[config.mk]
export PLATFORM = sky130hd
export DESIGN_NAME = ex_stage
export DESIGN_NICKNAME = d
export VERILOG_FILES = /design/src/rtl/ex_stage_pkg.sv /design/src/rtl/ex_stage_muldiv_unit.sv /design/src/rtl/ex_stage.sv
export SDC_FILE = /design/constraint.sdc
export NUM_CORES = 2
export LEC_CHECK = 0
export ABC_AREA = 1
export CORE_UTILIZATION = 56
export DETAILED_ROUTE_END_ITERATION = 7
export PLACE_DENSITY = 0.78
export SLEW_MARGIN = 20
export SYNTH_ARGS = -nofsm -noshare
export SYNTH_HDL_FRONTEND = slang
export SYNTH_SLANG_ARGS = --single-unit
[constraint.sdc]
create_clock -name CLK -period 4 [get_ports CLK]
set_input_delay 0.8 -clock CLK [delete_from_list [all_inputs] [get_ports CLK]]
set_output_delay 0.8 -clock CLK [all_outputs]
set_load 0.01 [all_outputs]
[src/rtl/ex_stage_pkg.sv]
// ex_stage_pkg: shared constants for the MIPS execute stage.
// Holds opcode and funct encodings, datapath widths and a helper that
// recognises the four multi-cycle multiply/divide instructions.
package ex_stage_pkg;

    localparam int DATA_W = 32;
    localparam int ITER   = 32;

    // Last counter value loaded when a multiply/divide starts (ITER - 1).
    localparam logic [4:0] CNT_LAST = 5'd31;

    // Primary opcodes (Ins[31:26])
    localparam logic [5:0] OP_RFORM = 6'h00;
    localparam logic [5:0] OP_ADDI  = 6'h08;
    localparam logic [5:0] OP_ADDIU = 6'h09;
    localparam logic [5:0] OP_SLTI  = 6'h0A;
    localparam logic [5:0] OP_ANDI  = 6'h0C;
    localparam logic [5:0] OP_ORI   = 6'h0D;
    localparam logic [5:0] OP_XORI  = 6'h0E;
    localparam logic [5:0] OP_LUI   = 6'h0F;
    localparam logic [5:0] OP_LW    = 6'h23;
    localparam logic [5:0] OP_SW    = 6'h2B;

    // R-form function codes (Ins[5:0])
    localparam logic [5:0] FN_SLL   = 6'h00;
    localparam logic [5:0] FN_SRL   = 6'h02;
    localparam logic [5:0] FN_SRA   = 6'h03;
    localparam logic [5:0] FN_SLLV  = 6'h04;
    localparam logic [5:0] FN_SRLV  = 6'h06;
    localparam logic [5:0] FN_SRAV  = 6'h07;
    localparam logic [5:0] FN_MFHI  = 6'h10;
    localparam logic [5:0] FN_MTHI  = 6'h11;
    localparam logic [5:0] FN_MFLO  = 6'h12;
    localparam logic [5:0] FN_MTLO  = 6'h13;
    localparam logic [5:0] FN_MULT  = 6'h18;
    localparam logic [5:0] FN_MULTU = 6'h19;
    localparam logic [5:0] FN_DIV   = 6'h1A;
    localparam logic [5:0] FN_DIVU  = 6'h1B;
    localparam logic [5:0] FN_ADD   = 6'h20;
    localparam logic [5:0] FN_ADDU  = 6'h21;
    localparam logic [5:0] FN_SUB   = 6'h22;
    localparam logic [5:0] FN_SUBU  = 6'h23;
    localparam logic [5:0] FN_AND   = 6'h24;
    localparam logic [5:0] FN_OR    = 6'h25;
    localparam logic [5:0] FN_XOR   = 6'h26;
    localparam logic [5:0] FN_NOR   = 6'h27;
    localparam logic [5:0] FN_SLT   = 6'h2A;
    localparam logic [5:0] FN_SLTU  = 6'h2B;

    // True for MULT/MULTU/DIV/DIVU; funct[1] then selects divide and
    // funct[0] selects the unsigned flavour.
    function automatic logic is_muldiv(input logic [5:0] opcode, input logic [5:0] funct);
        return (opcode == OP_RFORM) &&
               ((funct == FN_MULT) || (funct == FN_MULTU) ||
                (funct == FN_DIV)  || (funct == FN_DIVU));
    endfunction

endpackage

[src/rtl/ex_stage_muldiv_unit.sv]
// muldiv_unit: iterative 32-step multiply/divide engine.
// Ports:
//   CLK, RST      clock, synchronous active-low reset
//   start         a mul/div instruction is present (already gated by RST)
//   op            funct[1:0]: bit1 = divide, bit0 = unsigned
//   a, b          rs / rt operands, sampled only in the start cycle
//   stall         high in the start cycle and every BUSY cycle
//   hilo_we       one-cycle write strobe for the HI/LO registers
//   hi_wr, lo_wr  values to write when hilo_we is high
// Works on operand magnitudes; signs are re-applied on the final step.
module muldiv_unit
    import ex_stage_pkg::*;
(
    input  logic              CLK,
    input  logic              RST,
    input  logic              start,
    input  logic [1:0]        op,
    input  logic [DATA_W-1:0] a,
    input  logic [DATA_W-1:0] b,
    output logic              stall,
    output logic              hilo_we,
    output logic [DATA_W-1:0] hi_wr,
    output logic [DATA_W-1:0] lo_wr
);

    typedef enum logic [1:0] {
        ST_IDLE = 2'b00,
        ST_BUSY = 2'b01,
        ST_DONE = 2'b10
    } state_e;

    state_e            state_r;
    state_e            state_nxt_s;
    logic [4:0]        cnt_r;
    logic              is_div_r;
    logic              neg_q_r;     // negate product / quotient
    logic              neg_r_r;     // negate remainder
    logic              dz_r;        // divide by zero
    logic [DATA_W-1:0] a_raw_r;     // original dividend for the zero-divisor bypass
    logic [DATA_W-1:0] acc_hi_r;    // product high half / partial remainder
    logic [DATA_W-1:0] acc_lo_r;    // multiplier / dividend-quotient shift register
    logic [DATA_W-1:0] b_r;         // multiplicand / divisor magnitude

    logic              sgn_s;
    logic              a_neg_s;
    logic              b_neg_s;
    logic [DATA_W-1:0] mag_a_s;
    logic [DATA_W-1:0] mag_b_s;
    logic [DATA_W:0]   mul_sum_s;
    logic [DATA_W:0]   div_shift_s;
    logic [DATA_W+1:0] div_diff_s;
    logic [DATA_W-1:0] step_hi_s;
    logic [DATA_W-1:0] step_lo_s;
    logic [63:0]       prod_s;

    // FSM state register
    always_ff @(posedge CLK) begin
        if (!RST) begin
            state_r <= ST_IDLE;
        end else begin
            state_r <= state_nxt_s;
        end
    end

    // FSM next state and stall output
    always_comb begin
        state_nxt_s = state_r;
        stall       = 1'b0;
        case (state_r)
            ST_IDLE: begin
                if (start) begin
                    stall       = 1'b1;
                    state_nxt_s = ST_BUSY;
                end else begin
                    state_nxt_s = ST_IDLE;
                end
            end
            ST_BUSY: begin
                stall = 1'b1;
                if (cnt_r == 5'd0) begin
                    state_nxt_s = ST_DONE;
                end else begin
                    state_nxt_s = ST_BUSY;
                end
            end
            ST_DONE: state_nxt_s = ST_IDLE;
            default: state_nxt_s = ST_IDLE;
        endcase
    end

    // Operand sign flags and magnitudes for the capture cycle
    always_comb begin
        sgn_s   = ~op[0];
        a_neg_s = sgn_s & a[DATA_W-1];
        b_neg_s = sgn_s & b[DATA_W-1];
        if (a_neg_s) begin
            mag_a_s = 32'd0 - a;
        end else begin
            mag_a_s = a;
        end
        if (b_neg_s) begin
            mag_b_s = 32'd0 - b;
        end else begin
            mag_b_s = b;
        end
    end

    // One shift-add or restoring-divide iteration on the accumulators
    always_comb begin
        mul_sum_s   = {1'b0, acc_hi_r};
        div_shift_s = {acc_hi_r, acc_lo_r[DATA_W-1]};
        div_diff_s  = {1'b0, div_shift_s} - {2'b00, b_r};
        step_hi_s   = acc_hi_r;
        step_lo_s   = acc_lo_r;
        if (is_div_r) begin
            // Remainder can reach 33 bits after the shift, so the trial
            // subtract is 34 bits wide and its MSB is the borrow.
            if (!div_diff_s[DATA_W+1]) begin
                step_hi_s = div_diff_s[DATA_W-1:0];
            end else begin
                step_hi_s = div_shift_s[DATA_W-1:0];
            end
            step_lo_s = {acc_lo_r[DATA_W-2:0], ~div_diff_s[DATA_W+1]};
        end else begin
            if (acc_lo_r[0]) begin
                mul_sum_s = {1'b0, acc_hi_r} + {1'b0, b_r};
            end else begin
                mul_sum_s = {1'b0, acc_hi_r};
            end
            step_hi_s = mul_sum_s[DATA_W:1];
            step_lo_s = {mul_sum_s[0], acc_lo_r[DATA_W-1:1]};
        end
    end

    // Counter and operand/accumulator registers
    always_ff @(posedge CLK) begin
        if (!RST) begin
            cnt_r    <= 5'd0;
            is_div_r <= 1'b0;
            neg_q_r  <= 1'b0;
            neg_r_r  <= 1'b0;
            dz_r     <= 1'b0;
            a_raw_r  <= 32'd0;
            acc_hi_r <= 32'd0;
            acc_lo_r <= 32'd0;
            b_r      <= 32'd0;
        end else begin
            case (state_r)
                ST_IDLE: begin
                    if (start) begin
                        cnt_r    <= CNT_LAST;
                        is_div_r <= op[1];
                        neg_q_r  <= a_neg_s ^ b_neg_s;
                        neg_r_r  <= a_neg_s;
                        dz_r     <= (b == 32'd0);
                        a_raw_r  <= a;
                        acc_hi_r <= 32'd0;
                        acc_lo_r <= mag_a_s;
                        b_r      <= mag_b_s;
                    end
                end
                ST_BUSY: begin
                    acc_hi_r <= step_hi_s;
                    acc_lo_r <= step_lo_s;
                    if (cnt_r != 5'd0) begin
                        cnt_r <= cnt_r - 5'd1;
                    end
                end
                default: begin
                    cnt_r <= cnt_r;
                end
            endcase
        end
    end

    // Sign fix-up, zero-divisor bypass and HI/LO write strobe on the last step
    always_comb begin
        hilo_we = (state_r == ST_BUSY) && (cnt_r == 5'd0);
        prod_s  = {step_hi_s, step_lo_s};
        hi_wr   = step_hi_s;
        lo_wr   = step_lo_s;
        if (is_div_r) begin
            if (dz_r) begin
                hi_wr = a_raw_r;
                lo_wr = 32'hFFFF_FFFF;
            end else begin
                if (neg_q_r) begin
                    lo_wr = 32'd0 - step_lo_s;
                end else begin
                    lo_wr = step_lo_s;
                end
                if (neg_r_r) begin
                    hi_wr = 32'd0 - step_hi_s;
                end else begin
                    hi_wr = step_hi_s;
                end
            end
        end else begin
            if (neg_q_r) begin
                prod_s = 64'd0 - {step_hi_s, step_lo_s};
            end else begin
                prod_s = {step_hi_s, step_lo_s};
            end
            hi_wr = prod_s[63:32];
            lo_wr = prod_s[31:0];
        end
    end

endmodule

[src/rtl/ex_stage.sv]
// ex_stage: execute stage of the single-cycle MIPS core.
// Ports:
//   CLK, RST           clock, synchronous active-low reset
//   Ins                current instruction word
//   Rdata1, Rdata2     rs / rt register operands
//   Ed32               immediate, already sign/zero extended by decode
//   Result             combinational ALU / MFHI / MFLO result
//   Stall              high while a multiply/divide has not retired
//   HI, LO             architectural HI/LO registers
// Contains the ALU, the HI/LO pair and the multiply/divide engine.
module ex_stage
    import ex_stage_pkg::*;
(
    input  logic              CLK,
    input  logic              RST,
    input  logic [DATA_W-1:0] Ins,
    input  logic [DATA_W-1:0] Rdata1,
    input  logic [DATA_W-1:0] Rdata2,
    input  logic [DATA_W-1:0] Ed32,
    output logic [DATA_W-1:0] Result,
    output logic              Stall,
    output logic [DATA_W-1:0] HI,
    output logic [DATA_W-1:0] LO
);

    logic [5:0]        opcode_s;
    logic [5:0]        funct_s;
    logic [4:0]        shamt_s;
    logic              md_start_s;
    logic              is_mthi_s;
    logic              is_mtlo_s;
    logic              md_we_s;
    logic [DATA_W-1:0] md_hi_s;
    logic [DATA_W-1:0] md_lo_s;
    logic [DATA_W-1:0] alu_s;
    logic [DATA_W-1:0] hi_r;
    logic [DATA_W-1:0] lo_r;
    logic              unused_fields_s;

    assign opcode_s        = Ins[31:26];
    assign funct_s         = Ins[5:0];
    assign shamt_s         = Ins[10:6];
    assign unused_fields_s = ^Ins[25:16];

    // A mul/div never starts while reset is held, so Stall is low after reset.
    assign md_start_s = RST && is_muldiv(opcode_s, funct_s);
    assign is_mthi_s  = (opcode_s == OP_RFORM) && (funct_s == FN_MTHI);
    assign is_mtlo_s  = (opcode_s == OP_RFORM) && (funct_s == FN_MTLO);

    muldiv_unit u_muldiv (
        .CLK     (CLK),
        .RST     (RST),
        .start   (md_start_s),
        .op      (funct_s[1:0]),
        .a       (Rdata1),
        .b       (Rdata2),
        .stall   (Stall),
        .hilo_we (md_we_s),
        .hi_wr   (md_hi_s),
        .lo_wr   (md_lo_s)
    );

    // Combinational ALU and result mux
    always_comb begin
        alu_s = 32'd0;
        case (opcode_s)
            OP_RFORM: begin
                case (funct_s)
                    FN_ADD, FN_ADDU: alu_s = Rdata1 + Rdata2;
                    FN_SUB, FN_SUBU: alu_s = Rdata1 - Rdata2;
                    FN_AND:          alu_s = Rdata1 & Rdata2;
                    FN_OR:           alu_s = Rdata1 | Rdata2;
                    FN_XOR:          alu_s = Rdata1 ^ Rdata2;
                    FN_NOR:          alu_s = ~(Rdata1 | Rdata2);
                    FN_SLT:          alu_s = {31'd0, ($signed(Rdata1) < $signed(Rdata2))};
                    FN_SLTU:         alu_s = {31'd0, (Rdata1 < Rdata2)};
                    FN_SLL:          alu_s = Rdata2 << shamt_s;
                    FN_SRL:          alu_s = Rdata2 >> shamt_s;
                    FN_SRA:          alu_s = $signed(Rdata2) >>> shamt_s;
                    FN_SLLV:         alu_s = Rdata2 << Rdata1[4:0];
                    FN_SRLV:         alu_s = Rdata2 >> Rdata1[4:0];
                    FN_SRAV:         alu_s = $signed(Rdata2) >>> Rdata1[4:0];
                    FN_MFHI:         alu_s = hi_r;
                    FN_MFLO:         alu_s = lo_r;
                    default:         alu_s = 32'd0;
                endcase
            end
            OP_ADDI, OP_ADDIU, OP_LW, OP_SW: alu_s = Rdata1 + Ed32;
            OP_SLTI: alu_s = {31'd0, ($signed(Rdata1) < $signed(Ed32))};
            OP_ANDI: alu_s = Rdata1 & Ed32;
            OP_ORI:  alu_s = Rdata1 | Ed32;
            OP_XORI: alu_s = Rdata1 ^ Ed32;
            OP_LUI:  alu_s = {Ins[15:0], 16'h0000};
            default: alu_s = 32'd0;
        endcase
    end

    assign Result = alu_s;

    // HI/LO registers: engine write takes precedence over MTHI/MTLO
    always_ff @(posedge CLK) begin
        if (!RST) begin
            hi_r <= 32'd0;
            lo_r <= 32'd0;
        end else if (md_we_s) begin
            hi_r <= md_hi_s;
            lo_r <= md_lo_s;
        end else if (is_mthi_s) begin
            hi_r <= Rdata1;
        end else if (is_mtlo_s) begin
            lo_r <= Rdata1;
        end
    end

    assign HI = hi_r;
    assign LO = lo_r;

endmodule

==> results of run 1 <==
## repair_timing
item | 4_1_cts
gates cloned | 15
pin swaps | 229
setup endpoints to repair | 63
resized for setup | 976
buffers inserted | 86
## metrics by stage
step | hold slack, ns | setup TNS (ns) | cells
floorplan | 0.4238 | 0 | 5908
global placement | 0.4370 | -50.90 | 7800
detailed placement | 0.4475 | -54.47 | 7800
CTS | 0.4571 | -12.76 | 7935
## synthesized netlist by cell type (all sizes together) (24+ instances only)
master	n	area share [%]
or2	42	0.80
buf	74	1.3
nor2	521	6.6
nand2	1687	20
nand4	57	1.1
ha	262	10
inv	755	8.6
nor3	86	1.4
a21oi	450	6.9
o21ai	688	11
nor4	24	0.48
dfxtp	203	12
o22ai	88	1.7
a31oi	72	1.4
a211oi	28	0.64
nand3	331	5.3
o2111ai	25	0.67
clkbuf	201	2.3
xor2	48	1.3
o211ai	68	1.6
## routing by layer
metal / overflow / GRT usage, %
met1: 16 / 77.28
met2: 566 / 95.77
met3: 2 / 65.89
met4: 278 / 83.16
met5: 1 / 36.52
## cell families after synthesis
family | share of synthesized area (%)
and+or+nand+nor | 36.00
buffers and inverters | 12.41
adders and majority gates | 10.30
DFF | 12.40
muxes | 0.3359
xor gates and xnor gates | 1.817
AOI/OAI and AO/OA | 26.73
==> results.rst, run 1 <==
.. list-table::
   :header-rows: 1

   * - Metric
     - Value
   * - Outcome
     - did not finish
   * - Last stage reached
     - 5_1_grt
   * - Error Message
     - [ERROR GRT-0116] Global routing finished with congestion. Check the congestion regions in the DRC Viewer.
   * - Cells after synthesis
     - 5908
   * - Hpwl dp
     - 145200 um
   * - Yosys Warn Count
     - 0
   * - Number of synthesized flops with an enable pin
     - 0
   * - Die span in x
     - 244.0 um
   * - Pin count of the biggest net entering global routing
     - 81
   * - Count of input and output buffers
     - 216
   * - Global-route wire length before repair
     - 362700 um
   * - Cell area after placement
     - 43960 sq um
   * - Sequential cell area fraction in the yosys report
     - 12.40%
   * - Post-placement setup slack
     - -1.713 ns
   * - CTS Hold Buffers Added
     - 0
   * - RePlAce Congestion
     - 1.422
   * - Synthesized cell area
     - 32780 sq um
   * - Flip-flop and latch count after synthesis
     - 203
   * - Leftover overflow at the end of global routing
     - 863
   * - Post-synth top flop
     - sky130_fd_sc_hd__dfxtp_1
   * - Gr usage total
     - 79.62%
   * - Nets in the synthesized netlist
     - 6305
   * - Post-synthesis average cell area
     - 5.549 sq um
   * - Number of levels the H-tree was split into
     - 1
   * - Rows
     - 88
   * - Via count of the first global-routing pass
     - 57360
   * - Top-level port count
     - 227
   * - Distinct cell type count of the synthesized netlist
     - 70
   * - TritonCTS Buffers
     - 24
   * - Share of flip-flops with an asynchronous set or reset
     - 0%
   * - Buffers from clock root to sink, at most
     - 3
   * - Die H
     - 244.0 um
   * - Clk sink count
     - 203
   * - CTS Root Buffer Type
     - sky130_fd_sc_hd__clkbuf_16
   * - Starting density of the core
     - 56.71%
==> run 2, diff against run 1 <==
--- a/config.mk
+++ b/config.mk
@@ -6,9 +6,9 @@
 export NUM_CORES = 2
 export LEC_CHECK = 0
 export ABC_AREA = 1
-export CORE_UTILIZATION = 56
+export CORE_UTILIZATION = 40
 export DETAILED_ROUTE_END_ITERATION = 7
-export PLACE_DENSITY = 0.78
+export PLACE_DENSITY_LB_ADDON = 0.15
 export SLEW_MARGIN = 20
 export SYNTH_ARGS = -nofsm -noshare
 export SYNTH_HDL_FRONTEND = slang
==> constraint.sdc (replaced) <==
create_clock -name CLK -period 5.2 [get_ports CLK]
set_input_delay 1.04 -clock CLK [delete_from_list [all_inputs] [get_ports CLK]]
set_output_delay 1.04 -clock CLK [all_outputs]
set_load 0.01 [all_outputs]
==> run 2 against run 1 <==
  * The flow now finishes, with violations (DRC, setup timing)
  * Synthesized area stayed put
  * Synthesized cell count stayed put
==> results.rst, run 2 <==
.. list-table::
   :header-rows: 1

   * - Metric
     - Value
   * - Outcome
     - finished, violations left
   * - Violations in the final reports
     - DRC, setup timing
   * - Cell type with the highest aggregate area in the netlist
     - sky130_fd_sc_hd__nand2_1
   * - Startpoint Class
     - input port
   * - TritonCTS clock tree
     - yes
   * - Area of combinational cells with multiple inputs
     - 26660 sq um
   * - Setup violation total in the final timing report
     - 5
   * - Min cycle time layout
     - 5.240 ns
   * - Top cells by instance count after synthesis
     - sky130_fd_sc_hd__nand2_1 (1645), sky130_fd_sc_hd__inv_1 (733), sky130_fd_sc_hd__o21ai_0 (569)
   * - Max-capacitance violation count
     - 0
   * - Filler cells
     - 8191
   * - Clk sink count
     - 203
   * - Worst VDD drop
     - 0.1865 mV
   * - Capturing element type of the critical path
     - output pin
   * - CP max stage delay
     - 0.30 ns
   * - Proportion of layout cells with a drive suffix above 1
     - 24.97%
   * - Die span in x
     - 288.3 um
   * - Cell types occupying the most area after synthesis
     - sky130_fd_sc_hd__nand2_1 (19%), sky130_fd_sc_hd__dfxtp_1 (12%), sky130_fd_sc_hd__ha_1 (10%), sky130_fd_sc_hd__o21ai_0 (8.7%), sky130_fd_sc_hd__inv_1 (8.4%)
   * - Clock transition at the registers of the reported paths
     - 0.06 ns
   * - Yosys Warn Count
     - 0
   * - Post-detailed-route count of antenna-violating nets
     - 0
   * - Flip-flop and latch count after synthesis
     - 203
   * - Most common cell after layout, fill and taps aside
     - sky130_fd_sc_hd__nand2_1
   * - Arrival time of data at the critical path endpoint
     - 4.20 ns
   * - Count of routing violations after the opening detailed-route iteration
     - 6424
   * - Worst skew pair latency
     - 0.57 ns
   * - Total negative slack
     - -0.1363 ns
   * - Starting density of the core
     - 40.57%
   * - Synthesized cell area
     - 32780 sq um
   * - Sequential cell area fraction in the yosys report
     - 12.40%
   * - Final worst setup slack
     - -0.04010 ns
   * - Rows
     - 104
   * - Nets in the synthesized netlist
     - 6305
   * - Number of vias per cell
     - 5.931
   * - RePlAce Congestion
     - 1.133
   * - RSZ-0062 raised after global routing
     - yes
   * - Gr usage total
     - 49.01%
   * - Die H
     - 288.3 um
   * - CTS Root Buffer Type
     - sky130_fd_sc_hd__clkbuf_16
   * - Tightest Hold Check Type
     - reg -> reg
   * - Pin count of the biggest net entering global routing
     - 98
   * - Number of levels the H-tree was split into
     - 1
   * - Global-route wire length before repair
     - 295600 um
   * - Depth of the most critical reg-to-reg path
     - 32
   * - Leftover overflow at the end of global routing
     - 0
   * - Count of TritonRoute iterations in the first routing pass
     - 8
   * - Via count of the first global-routing pass
     - 42800
   * - Fraction of synthesized cell area taken by the top area cell type
     - 18.83%
   * - Vias post-DR
     - 47670
   * - Critical path start-end classification
     - in -> out
   * - Crit path max-delay cell type
     - sky130_fd_sc_hd__nand4_1
   * - Overall die area
     - 83110 sq um
   * - Share of the clock period used by the worst path after layout
     - 100.8%
   * - Max Clk Rate
     - 190.8 MHz
   * - Share of flip-flops with an asynchronous set or reset
     - 0%
   * - Count of nets after finishing
     - 7352
   * - CP required
     - 4.16 ns
   * - Count of input and output buffers
     - 216
   * - Layout Area Growth over Synthesis
     - 42.58%
   * - Post-synthesis average cell area
     - 5.549 sq um
   * - Antenna violations before repair
     - 11
   * - Post-route worst hold slack
     - 0.4562 ns
   * - Routed wire per std cell
     - 26.40 um
   * - Hpwl dp
     - 172300 um
   * - DRC violation count after routing
     - 2
   * - Headroom to the max-slew limit
     - 27.51%
   * - Critical path, cell by cell
     - buf_6 -> inv_4 -> nand3_4 -> nor2_4 -> nand2_4 -> buf_12 -> o21ai_4 -> buf_12 -> buf_8 -> buf_16 -> o21ai_1 -> o21ai_1 -> mux2i_1 -> o21ai_2 -> o22ai_2 -> nor2_4 -> nand4_1 -> nand2_2 -> o2111ai_4 -> buf_6
   * - Crit path max fanout
     - 6
   * - Commonest cells after routing, fill and taps aside
     - sky130_fd_sc_hd__nand2_1 (1588), sky130_fd_sc_hd__buf_4 (989), sky130_fd_sc_hd__inv_1 (688)
   * - Sequential standard cell area
     - 4069 sq um
   * - Distinct cell type count of the synthesized netlist
     - 70
   * - Pin slew with the least headroom to its limit
     - 1.081 ns
   * - Final setup skew
     - 0.02383 ns
   * - Total detailed-routing wirelength
     - 212200 um
   * - Top-level port count
     - 227
   * - Cells after synthesis
     - 5908
   * - Number of synthesized flops with an enable pin
     - 0
   * - Count of cells along the worst hold path
     - 2
   * - Number of max-slew violations in the final report
     - 0
   * - LEAKAGE
     - 23.13 nW
   * - Area inside the core boundary
     - 80810 sq um
   * - Most numerous cell in the Yosys netlist
     - sky130_fd_sc_hd__nand2_1
   * - Pwr per Cell Area
     - 135.7 nW/um^2
   * - TritonCTS Buffers
     - 23
   * - Buffers from clock root to sink, at most
     - 3
   * - Post-synth top flop
     - sky130_fd_sc_hd__dfxtp_1
   * - Final-report hold violation count
     - 0
run 2: final timing paths:
path / slack [ns] / to / start
setup reg to reg: 0.30 / HI[4]$_SDFFE_PN0P_ / u_muldiv.b_r[12]$_SDFFE_PN0P_
hold / removal: 0.46 / u_muldiv.a_raw_r[18]$_SDFFE_PN0P_ / u_muldiv.a_raw_r[18]$_SDFFE_PN0P_
setup / recovery: -0.04 / Result[2] / Ins[4]
hold reg to reg: 0.46 / u_muldiv.a_raw_r[18]$_SDFFE_PN0P_ / u_muldiv.a_raw_r[18]$_SDFFE_PN0P_
run 2: cells by family (layout without fill, tap and decap cells):
family / after synthesis / count (layout) / share of synthesized area (%)
fa+ha+maj: 267 / 267 / 10.30
flops: 203 / 203 / 12.40
simple gates: 2769 / 2769 / 36.00
xor+xnor: 68 / 68 / 1.817
compound gates: 1547 / 1547 / 26.73
other cells: 0 / 7 / 0
mux: 11 / 11 / 0.3359
buf+inv: 1043 / 2106 / 12.41
run 2: per-stage QoR:
stage | setup slack, ns | instances | utilization [%] | power, mW | instance area [sq um]
2_1_floorplan | 0.6902 | 5908 | - | 2.612 | 32780
3_3_place_gp | -1.263 | 7928 | 53.45 | 4.161 | 43190
3_5_place_dp | -1.256 | 7928 | 53.45 | 4.155 | 43190
4_1_cts | 0.002435 | 8019 | 56.60 | 6.057 | 45740
5_1_grt | -0.06524 | 8036 | 57.84 | 6.497 | 46740
6_report | -0.04010 | 8038 | 57.85 | 6.344 | 46740
run 2: cell type report:
class	count	area share, %
Multi-Input combinational cell	4662	57.03
Sequential cell	203	8.704
Tap cell	1060	2.837
Inverter	768	6.277
Clock inverter	9	0.2329
Antenna cell	7	0.03747
Clock buffer	32	1.389
Timing Repair Buffer	1297	23.49
run 2: routing by layer:
layer | routed length (um) | global-route usage [%]
met4 | 19150 | 35.48
met2 | 83730 | 70.07
met3 | 27220 | 12.74
met1 | 82060 | 63.28
met5 | 46 | 0
run 2: repair_timing:
item	CTS	global route
setup endpoints to repair	32	32
pin swaps	112	127
hold buffers	0	0
gates resized for setup	599	313
buffers inserted	45	23
cloned	7	0
run 2: where the power goes:
part | switching [mW] | total (mW) | internal (mW)
sequential | 0.000749 | 1.55 | 1.55
combinational | 1.78 | 3.04 | 1.26
clock | 0.772 | 1.75 | 0.974
run 2: worst max-delay path: cells and delay by family:
| family | cells | cell delay (ns) |
|---|---|---|
| AND/OR/NAND/NOR | 6 | 1.20 |
| AO/OA/AOI/OAI | 6 | 0.92 |
| buffers and inverters | 7 | 0.87 |
| multiplexers | 1 | 0.15 |
Power figures use the tool's default switching activity.
